<file path="src/rtl/sysbus_arbiter_if.sv">
// sysbus_arbiter_if: one Sysbus request/response handshake channel.
// Ports (signals): reqcyc/req/reqtag/reqack request beat handshake,
//   respcyc/resp/resptag/respack response beat handshake.
// The master modport issues requests and consumes responses; the slave
// modport accepts requests and produces responses.
interface sysbus_arbiter_if #(
  parameter int DW = 64,
  parameter int TW = 13
);
  logic          reqcyc;
  logic [DW-1:0] req;
  logic [TW-1:0] reqtag;
  logic          reqack;
  logic          respcyc;
  logic [DW-1:0] resp;
  logic [TW-1:0] resptag;
  logic          respack;

  modport master (
    output reqcyc, req, reqtag, respack,
    input  reqack, respcyc, resp, resptag
  );

  modport slave (
    input  reqcyc, req, reqtag, respack,
    output reqack, respcyc, resp, resptag
  );
endinterface

</file>
<file path="src/rtl/sysbus_arbiter.sv">
// sysbus_arbiter: round-robin share of the Sysbus master port between the
// instruction-fetch (if_port) and data-memory (dm_port) stages; one burst at a time.
// Latency: one IDLE arbitration cycle before the address beat; beats pass through
//   combinationally. Backpressure: bus_reqack / owner respack stall the burst in place.
// Ports: clk, reset_n (async active-low); if_port, dm_port (slave side, from stages);
//   bus_port (master side, to the Sysbus pins).
module sysbus_arbiter #(
  parameter int BUS_DATA_WIDTH = 64,
  parameter int BUS_TAG_WIDTH  = 13,
  parameter int BEATS          = 8
) (
  input  logic              clk,
  input  logic              reset_n,
  sysbus_arbiter_if.slave   if_port,
  sysbus_arbiter_if.slave   dm_port,
  sysbus_arbiter_if.master  bus_port
);

  localparam int CW     = $clog2(BEATS) + 1;
  localparam int RD_BIT = 12;  // tag bit 12 set = read

  typedef enum logic [1:0] {IDLE, ADDR, WDATA, RRESP} state_e;

  state_e                   state_q, state_d;
  logic                     owner_q, owner_d;       // 0 = IF, 1 = DM
  logic                     last_owner_q, last_owner_d;
  logic [CW-1:0]            cnt_q, cnt_d;
  logic [BUS_TAG_WIDTH-1:0] tag_q, tag_d;           // address-beat tag, replayed on data beats

  // Owner-selected request side.
  logic                      own_reqcyc;
  logic [BUS_DATA_WIDTH-1:0] own_req;
  logic [BUS_TAG_WIDTH-1:0]  own_reqtag;
  logic                      own_respack;
  assign own_reqcyc  = owner_q ? dm_port.reqcyc  : if_port.reqcyc;
  assign own_req     = owner_q ? dm_port.req     : if_port.req;
  assign own_reqtag  = owner_q ? dm_port.reqtag  : if_port.reqtag;
  assign own_respack = owner_q ? dm_port.respack : if_port.respack;

  logic req_beat, resp_beat;
  assign req_beat  = own_reqcyc & bus_port.reqack;
  assign resp_beat = bus_port.respcyc & own_respack;

  // Values returned to whichever port owns the bus; fanned out below.
  logic                      own_reqack_c, own_respcyc_c;
  logic [BUS_DATA_WIDTH-1:0] own_resp_c;
  logic [BUS_TAG_WIDTH-1:0]  own_resptag_c;
  logic                      bus_reqcyc_c, bus_respack_c;
  logic [BUS_DATA_WIDTH-1:0] bus_req_c;
  logic [BUS_TAG_WIDTH-1:0]  bus_reqtag_c;

  always_ff @(posedge clk or negedge reset_n) begin
    if (!reset_n) begin
      state_q      <= IDLE;
      owner_q      <= 1'b0;
      last_owner_q <= 1'b1;  // IF wins the first tie
      cnt_q        <= '0;
      tag_q        <= '0;
    end else begin
      state_q      <= state_d;
      owner_q      <= owner_d;
      last_owner_q <= last_owner_d;
      cnt_q        <= cnt_d;
      tag_q        <= tag_d;
    end
  end

  always_comb begin
    state_d       = state_q;
    owner_d       = owner_q;
    last_owner_d  = last_owner_q;
    cnt_d         = cnt_q;
    tag_d         = tag_q;
    own_reqack_c  = 1'b0;
    own_respcyc_c = 1'b0;
    own_resp_c    = '0;
    own_resptag_c = '0;
    bus_reqcyc_c  = 1'b0;
    bus_req_c     = '0;
    bus_reqtag_c  = '0;
    bus_respack_c = 1'b0;

    case (state_q)
      IDLE: begin
        if (if_port.reqcyc || dm_port.reqcyc) begin
          state_d = ADDR;
          if (if_port.reqcyc && dm_port.reqcyc) owner_d = ~last_owner_q;
          else                                  owner_d = dm_port.reqcyc;
        end
      end
      ADDR: begin
        bus_reqcyc_c = own_reqcyc;
        bus_req_c    = own_req;
        bus_reqtag_c = own_reqtag;
        own_reqack_c = bus_port.reqack;
        if (req_beat) begin
          last_owner_d = owner_q;
          cnt_d        = '0;
          tag_d        = own_reqtag;
          state_d      = own_reqtag[RD_BIT] ? RRESP : WDATA;
        end
      end
      WDATA: begin
        bus_reqcyc_c = own_reqcyc;
        bus_req_c    = own_req;
        bus_reqtag_c = tag_q;
        own_reqack_c = bus_port.reqack;
        if (req_beat) begin
          cnt_d = cnt_q + CW'(1);
          if (cnt_q == CW'(BEATS - 1)) state_d = IDLE;
        end
      end
      RRESP: begin
        own_respcyc_c = bus_port.respcyc;
        own_resp_c    = bus_port.resp;
        own_resptag_c = bus_port.resptag;
        bus_respack_c = own_respack;
        if (resp_beat) begin
          cnt_d = cnt_q + CW'(1);
          if (cnt_q == CW'(BEATS - 1)) state_d = IDLE;
        end
      end
      default: state_d = IDLE;
    endcase
  end

  assign bus_port.reqcyc  = bus_reqcyc_c;
  assign bus_port.req     = bus_req_c;
  assign bus_port.reqtag  = bus_reqtag_c;
  assign bus_port.respack = bus_respack_c;

  // Non-owner always sees an idle channel.
  assign if_port.reqack   = ~owner_q & own_reqack_c;
  assign if_port.respcyc  = ~owner_q & own_respcyc_c;
  assign if_port.resp     = owner_q ? '0 : own_resp_c;
  assign if_port.resptag  = owner_q ? '0 : own_resptag_c;
  assign dm_port.reqack   = owner_q & own_reqack_c;
  assign dm_port.respcyc  = owner_q & own_respcyc_c;
  assign dm_port.resp     = owner_q ? own_resp_c : '0;
  assign dm_port.resptag  = owner_q ? own_resptag_c : '0;

endmodule
</file>
<file path="src/flat_wrapper.sv">
// flat-port wrapper written by rule: the top's interface ports become plain ports
module sysbus_arbiter_flat 
#(
  parameter int BUS_DATA_WIDTH = 64,
  parameter int BUS_TAG_WIDTH  = 13,
  parameter int BEATS          = 8
)
  (clk, reset_n, if_port_reqcyc, if_port_req, if_port_reqtag, if_port_respack, if_port_reqack, if_port_respcyc, if_port_resp, if_port_resptag, dm_port_reqcyc, dm_port_req, dm_port_reqtag, dm_port_respack, dm_port_reqack, dm_port_respcyc, dm_port_resp, dm_port_resptag, bus_port_reqcyc, bus_port_req, bus_port_reqtag, bus_port_respack, bus_port_reqack, bus_port_respcyc, bus_port_resp, bus_port_resptag);
  sysbus_arbiter_if if_port_i ();
  sysbus_arbiter_if dm_port_i ();
  sysbus_arbiter_if bus_port_i ();
  input  logic clk;
  input  logic reset_n;
  input wire logic [$bits(if_port_i.reqcyc)-1:0] if_port_reqcyc;
  input wire logic [$bits(if_port_i.req)-1:0] if_port_req;
  input wire logic [$bits(if_port_i.reqtag)-1:0] if_port_reqtag;
  input wire logic [$bits(if_port_i.respack)-1:0] if_port_respack;
  output wire logic [$bits(if_port_i.reqack)-1:0] if_port_reqack;
  output wire logic [$bits(if_port_i.respcyc)-1:0] if_port_respcyc;
  output wire logic [$bits(if_port_i.resp)-1:0] if_port_resp;
  output wire logic [$bits(if_port_i.resptag)-1:0] if_port_resptag;
  input wire logic [$bits(dm_port_i.reqcyc)-1:0] dm_port_reqcyc;
  input wire logic [$bits(dm_port_i.req)-1:0] dm_port_req;
  input wire logic [$bits(dm_port_i.reqtag)-1:0] dm_port_reqtag;
  input wire logic [$bits(dm_port_i.respack)-1:0] dm_port_respack;
  output wire logic [$bits(dm_port_i.reqack)-1:0] dm_port_reqack;
  output wire logic [$bits(dm_port_i.respcyc)-1:0] dm_port_respcyc;
  output wire logic [$bits(dm_port_i.resp)-1:0] dm_port_resp;
  output wire logic [$bits(dm_port_i.resptag)-1:0] dm_port_resptag;
  output wire logic [$bits(bus_port_i.reqcyc)-1:0] bus_port_reqcyc;
  output wire logic [$bits(bus_port_i.req)-1:0] bus_port_req;
  output wire logic [$bits(bus_port_i.reqtag)-1:0] bus_port_reqtag;
  output wire logic [$bits(bus_port_i.respack)-1:0] bus_port_respack;
  input wire logic [$bits(bus_port_i.reqack)-1:0] bus_port_reqack;
  input wire logic [$bits(bus_port_i.respcyc)-1:0] bus_port_respcyc;
  input wire logic [$bits(bus_port_i.resp)-1:0] bus_port_resp;
  input wire logic [$bits(bus_port_i.resptag)-1:0] bus_port_resptag;
  assign if_port_i.reqcyc = if_port_reqcyc;
  assign if_port_i.req = if_port_req;
  assign if_port_i.reqtag = if_port_reqtag;
  assign if_port_i.respack = if_port_respack;
  assign if_port_reqack = if_port_i.reqack;
  assign if_port_respcyc = if_port_i.respcyc;
  assign if_port_resp = if_port_i.resp;
  assign if_port_resptag = if_port_i.resptag;
  assign dm_port_i.reqcyc = dm_port_reqcyc;
  assign dm_port_i.req = dm_port_req;
  assign dm_port_i.reqtag = dm_port_reqtag;
  assign dm_port_i.respack = dm_port_respack;
  assign dm_port_reqack = dm_port_i.reqack;
  assign dm_port_respcyc = dm_port_i.respcyc;
  assign dm_port_resp = dm_port_i.resp;
  assign dm_port_resptag = dm_port_i.resptag;
  assign bus_port_reqcyc = bus_port_i.reqcyc;
  assign bus_port_req = bus_port_i.req;
  assign bus_port_reqtag = bus_port_i.reqtag;
  assign bus_port_respack = bus_port_i.respack;
  assign bus_port_i.reqack = bus_port_reqack;
  assign bus_port_i.respcyc = bus_port_respcyc;
  assign bus_port_i.resp = bus_port_resp;
  assign bus_port_i.resptag = bus_port_resptag;
  sysbus_arbiter #(.BUS_DATA_WIDTH(BUS_DATA_WIDTH), .BUS_TAG_WIDTH(BUS_TAG_WIDTH), .BEATS(BEATS)) u_core (.clk(clk), .reset_n(reset_n), .if_port(if_port_i), .dm_port(dm_port_i), .bus_port(bus_port_i));
endmodule
</file>
<file path="config.mk">
export PLATFORM = sky130hd
export DESIGN_NAME = sysbus_arbiter_flat
export DESIGN_NICKNAME = d
export VERILOG_FILES = /design/src/rtl/sysbus_arbiter_if.sv /design/src/rtl/sysbus_arbiter.sv /design/src/flat_wrapper.sv
export SDC_FILE = /design/constraint.sdc
export NUM_CORES = 1
export LEC_CHECK = 0
export ABC_AREA = 1
export CAP_MARGIN = 15
export CORE_AREA = 2 2 186 188
export DETAILED_ROUTE_END_ITERATION = 10
export DIE_AREA = 0 0 188 190
export HOLD_SLACK_MARGIN = 0.06
export PLACE_DENSITY_LB_ADDON = 0.2
export RECOVER_POWER = 50
export SLEW_MARGIN = 40
export SYNTH_ARGS = -nofsm -noshare
export SYNTH_HDL_FRONTEND = slang
export SYNTH_SLANG_ARGS = --single-unit
</file>
<file path="constraint.sdc">
create_clock -name clk -period 2.4 [get_ports clk]
set_clock_uncertainty 0.15 [all_clocks]
set_input_delay 0.48 -clock clk [delete_from_list [all_inputs] [get_ports clk]]
set_output_delay 0.48 -clock clk [all_outputs]
set_load 0.01 [all_outputs]
</file>
==> out/summary.txt <==
status: finished, violations left
failing checks: negative setup slack
Non-Filler Instances: 1,689
CP max FO: 7
Critical Path Slowest Stage Cell: dfrtp_1
first-pass GRT wire length: 40,400 um
Setup WS post-layout: -0.0237 ns
max-slew violations: 0
area growth from synthesis to final layout: 160%
Comb power frac: 89.8%
Syn Inst Count: 713
largest stage delay on the critical path: 0.39 ns
drt total wl: 27,300 um
met3 Use GR: 3.69%
Worst Setup End Kind: primary output
Bufs on Longest Clock Path: 2
GR Util met2: 28.0%
io pins: 476
Worst-Margin Slew: 1.34 ns
Final ANT Viol Nets: 0
Req. time, crit path: 1.77 ns
power share of the clock group: 3.9%
pwr dens: 1040 nW/um^2
nets: 1,481
Ys Warns: 0
RSZ-0062 raised after global routing: true
worst path cell trace: inv_2, ha_4, buf_6, buf_12, clkbuf_16, o21ai_2, nor2_1, buf_2
Synth Register Bits: 21
M1 GR Usage: 16.0%
Crit Path Class: reg -> out
Min-Delay Path Class: reg -> reg
largest net degree at the start of global routing: 31
vias in the first global route: 6,695
Sw Ratio: 51.0%
routed via count: 6,614
Detailed Place HPWL: 21,800 um
clock slew at reported path FFs: 0.06 ns
H-tree depth: 1
DP Area: 9650 um^2
Clk Latency, worst-skew pair: 0.26 ns
Crit path max-delay family: buffers and inverters
root buf cell: clkbuf_16
Synth Net Count: 959
WHS: 0.325 ns
DP Cell Count: 1,673
CP startpoint kind: register
worst path bufs/invs: 5
post-synthesis sequential area ratio: 14.7%
Die Ht: 190 um
DRC Markers: 0
core footprint: 33,900 um^2
Fin. Hold Viols: 0
NetSw: 4.95 mW
syn avg cell area: 5.03 um^2
max frequency: 0.413 GHz
full die area: 35,700 um^2
Reg area: 531 um^2
row count: 68
antenna violations before repair: 0
share of layout cells above drive strength 1: 33.6%
max_slew headroom: 10.7%
Chip Width: 188 um
Maximum Capacitance Violations: 0
First-pass DRT Iterations: 4
CTS tree: yes
GRT Max-Usage Layer: met2
CTS Sinks: 21
Total GRT Usage: 14.5%
wire per inst: 16.2 um
Antenna diodes: 0
fin crit period: 2.42 ns
CP Data Arrival Time: 1.79 ns
Initial Utilization: 10.6%
Final Cell Area: 9310 um^2
sequential share of power: 6.2%
drt via density: 3.92
CTS Buf Count: 3
final worst-path cycle share: 101%
GPL Wtd Cong: 0.820
LEAKAGE: 4.55 nW
# fillers: 3,836
Mapped Area: 3590 um^2
I/O Buffers: 475
DRC marker count from the first detailed-route iteration: 148
Cell Int Power: 4.75 mW
Multi-input gate area: 2760 um^2
VDD IR-drop max: 465 uV
Setup violations, final: 10
Remaining Overflow, GRT: 0
Yosys cell types: 21
final cells by class:
class / instances / area share, %
Inverter: 98 / 4.07
Tap cell: 455 / 6.11
Clock buffer: 4 / 0.847
Multi-Input combinational cell: 531 / 29.6
Timing Repair Buffer: 580 / 53.6
Sequential cell: 21 / 5.70
metal layers:
metal  vias to the layer above  wire [um]  part of all wire (%)
li1                       3310          -                     -
met1                      2963      10300                    38
met2                       321      14300                    52
met3                        20       2270                   8.3
met4                         0        409                   1.5
met5                         -          0                     0
flip-flops by register name, indices dropped and copies added (netlist names):
signal and count:
u_core.tag_q 13, u_core.cnt_q 4, u_core.state_q 2, u_core.last_owner_q 1, u_core.owner_q 1
cells in the mapped netlist:
cell type / n / area share, %
nand3_1: 8 / 1.1
nand2_2: 2 / 0.35
o21ai_0: 66 / 9.2
buf_4: 1 / 0.21
inv_2: 2 / 0.21
buf_2: 24 / 3.3
a21oi_1: 14 / 2.0
clkbuf_1: 31 / 3.2
dfrtp_1: 20 / 14
buf_6: 2 / 0.63
inv_1: 96 / 10
nand3_2: 2 / 0.56
a32o_1: 1 / 0.28
ha_1: 7 / 2.4
nor2_4: 1 / 0.31
nand4_1: 5 / 0.87
buf_1: 5 / 0.52
nor2_1: 137 / 14
dfstp_2: 1 / 0.73
nand2_1: 130 / 14
nor3_1: 158 / 22
cells in the final DEF (no fill, tap or decap), drive strengths merged:
master / synthesis / layout
nor2: 138 / 138
clkdlybuf4s15: 0 / 20
ha: 7 / 7
a32o: 1 / 1
o21ai: 66 / 66
bufbuf: 0 / 2
dlygate4sd3: 0 / 2
buf: 32 / 260
nor3: 158 / 158
inv: 98 / 97
nand2: 132 / 132
a21oi: 14 / 14
clkbuf: 31 / 64
clkinvlp: 0 / 1
nand3: 10 / 10
dfstp: 1 / 1
dfrtp: 20 / 20
nand4: 5 / 5
clkdlybuf4s50: 0 / 236
power groups by stage:
stage	sequential, mW	clock, mW	combinational, mW
5_1_grt	0.621	0.405	9.53
3_3_place_gp	0.607	0	8.52
3_5_place_dp	0.607	0	8.48
6_report	0.604	0.381	8.72
2_1_floorplan	0.581	0	3.47
4_1_cts	0.606	0.394	8.51
worst paths after layout:
| path | slack (ns) | to | cells after the start | from |
|---|---|---|---|---|
| setup reg to reg | 0.19 | u_core.cnt_q[3]$_DFFE_PN0P_ | 10 | u_core.owner_q$_DFFE_PN0P_ |
| hold / removal | 0.32 | u_core.tag_q[8]$_DFFE_PN0P_ | 2 | u_core.tag_q[8]$_DFFE_PN0P_ |
| min in group asynchronous | 0.88 | u_core.tag_q[4]$_DFFE_PN0P_ | 2 | reset_n |
| max in group asynchronous | 0.26 | u_core.owner_q$_DFFE_PN0P_ | 2 | reset_n |
| setup / recovery | -0.02 | bus_port_req[26] | 8 | u_core.state_q[1]$_DFFE_PN0P_ |
| hold reg to reg | 0.32 | u_core.tag_q[8]$_DFFE_PN0P_ | 2 | u_core.tag_q[8]$_DFFE_PN0P_ |
cells by family (layout without fill, tap and decap cells):
logic type	count (synthesis)	in the layout	synth area share, %
flops	21	21	14.7
fa+ha+maj	7	7	2.44
simple gates	443	443	53.2
buf+inv	161	682	18.2
compound gates	81	81	11.4
stage by stage:
| step | util [%] | setup slack [ns] | total power, mW | setup TNS, ns |
|---|---|---|---|---|
| 2_1_floorplan | - | 0.277 | 4.05 | 0 |
| 3_3_place_gp | 28.4 | -0.314 | 9.12 | -11.65 |
| 3_5_place_dp | 28.4 | -0.330 | 9.08 | -12.53 |
| 4_1_cts | 27.6 | -0.137 | 9.51 | -2.26 |
| 5_1_grt | 27.4 | -0.180 | 10.6 | -11.16 |
| 6_report | 27.4 | -0.0237 | 9.70 | -0.0901 |
worst register-to-register path, cell delays in order, from the launching register on:
cell and delay (ns):
dfrtp_4 0.52, inv_4 0.18, buf_6 0.24, buf_6 0.20
nand2_1 0.09, clkbuf_4 0.14, nand3_1 0.09, nand2_1 0.19
nand3_1 0.23, nand2_1 0.07, nand2_1 0.07
repair_timing:
action | CTS | global route
cloned | 5 | 3
pin swaps | 7 | 31
buffers inserted | 4 | 0
gates resized for setup | 769 | 268
hold buffers | 0 | 0
setup endpoints to repair | 233 | 231
endpoints found under the hold margin | 0 | 0
Power figures use the tool's default switching activity.
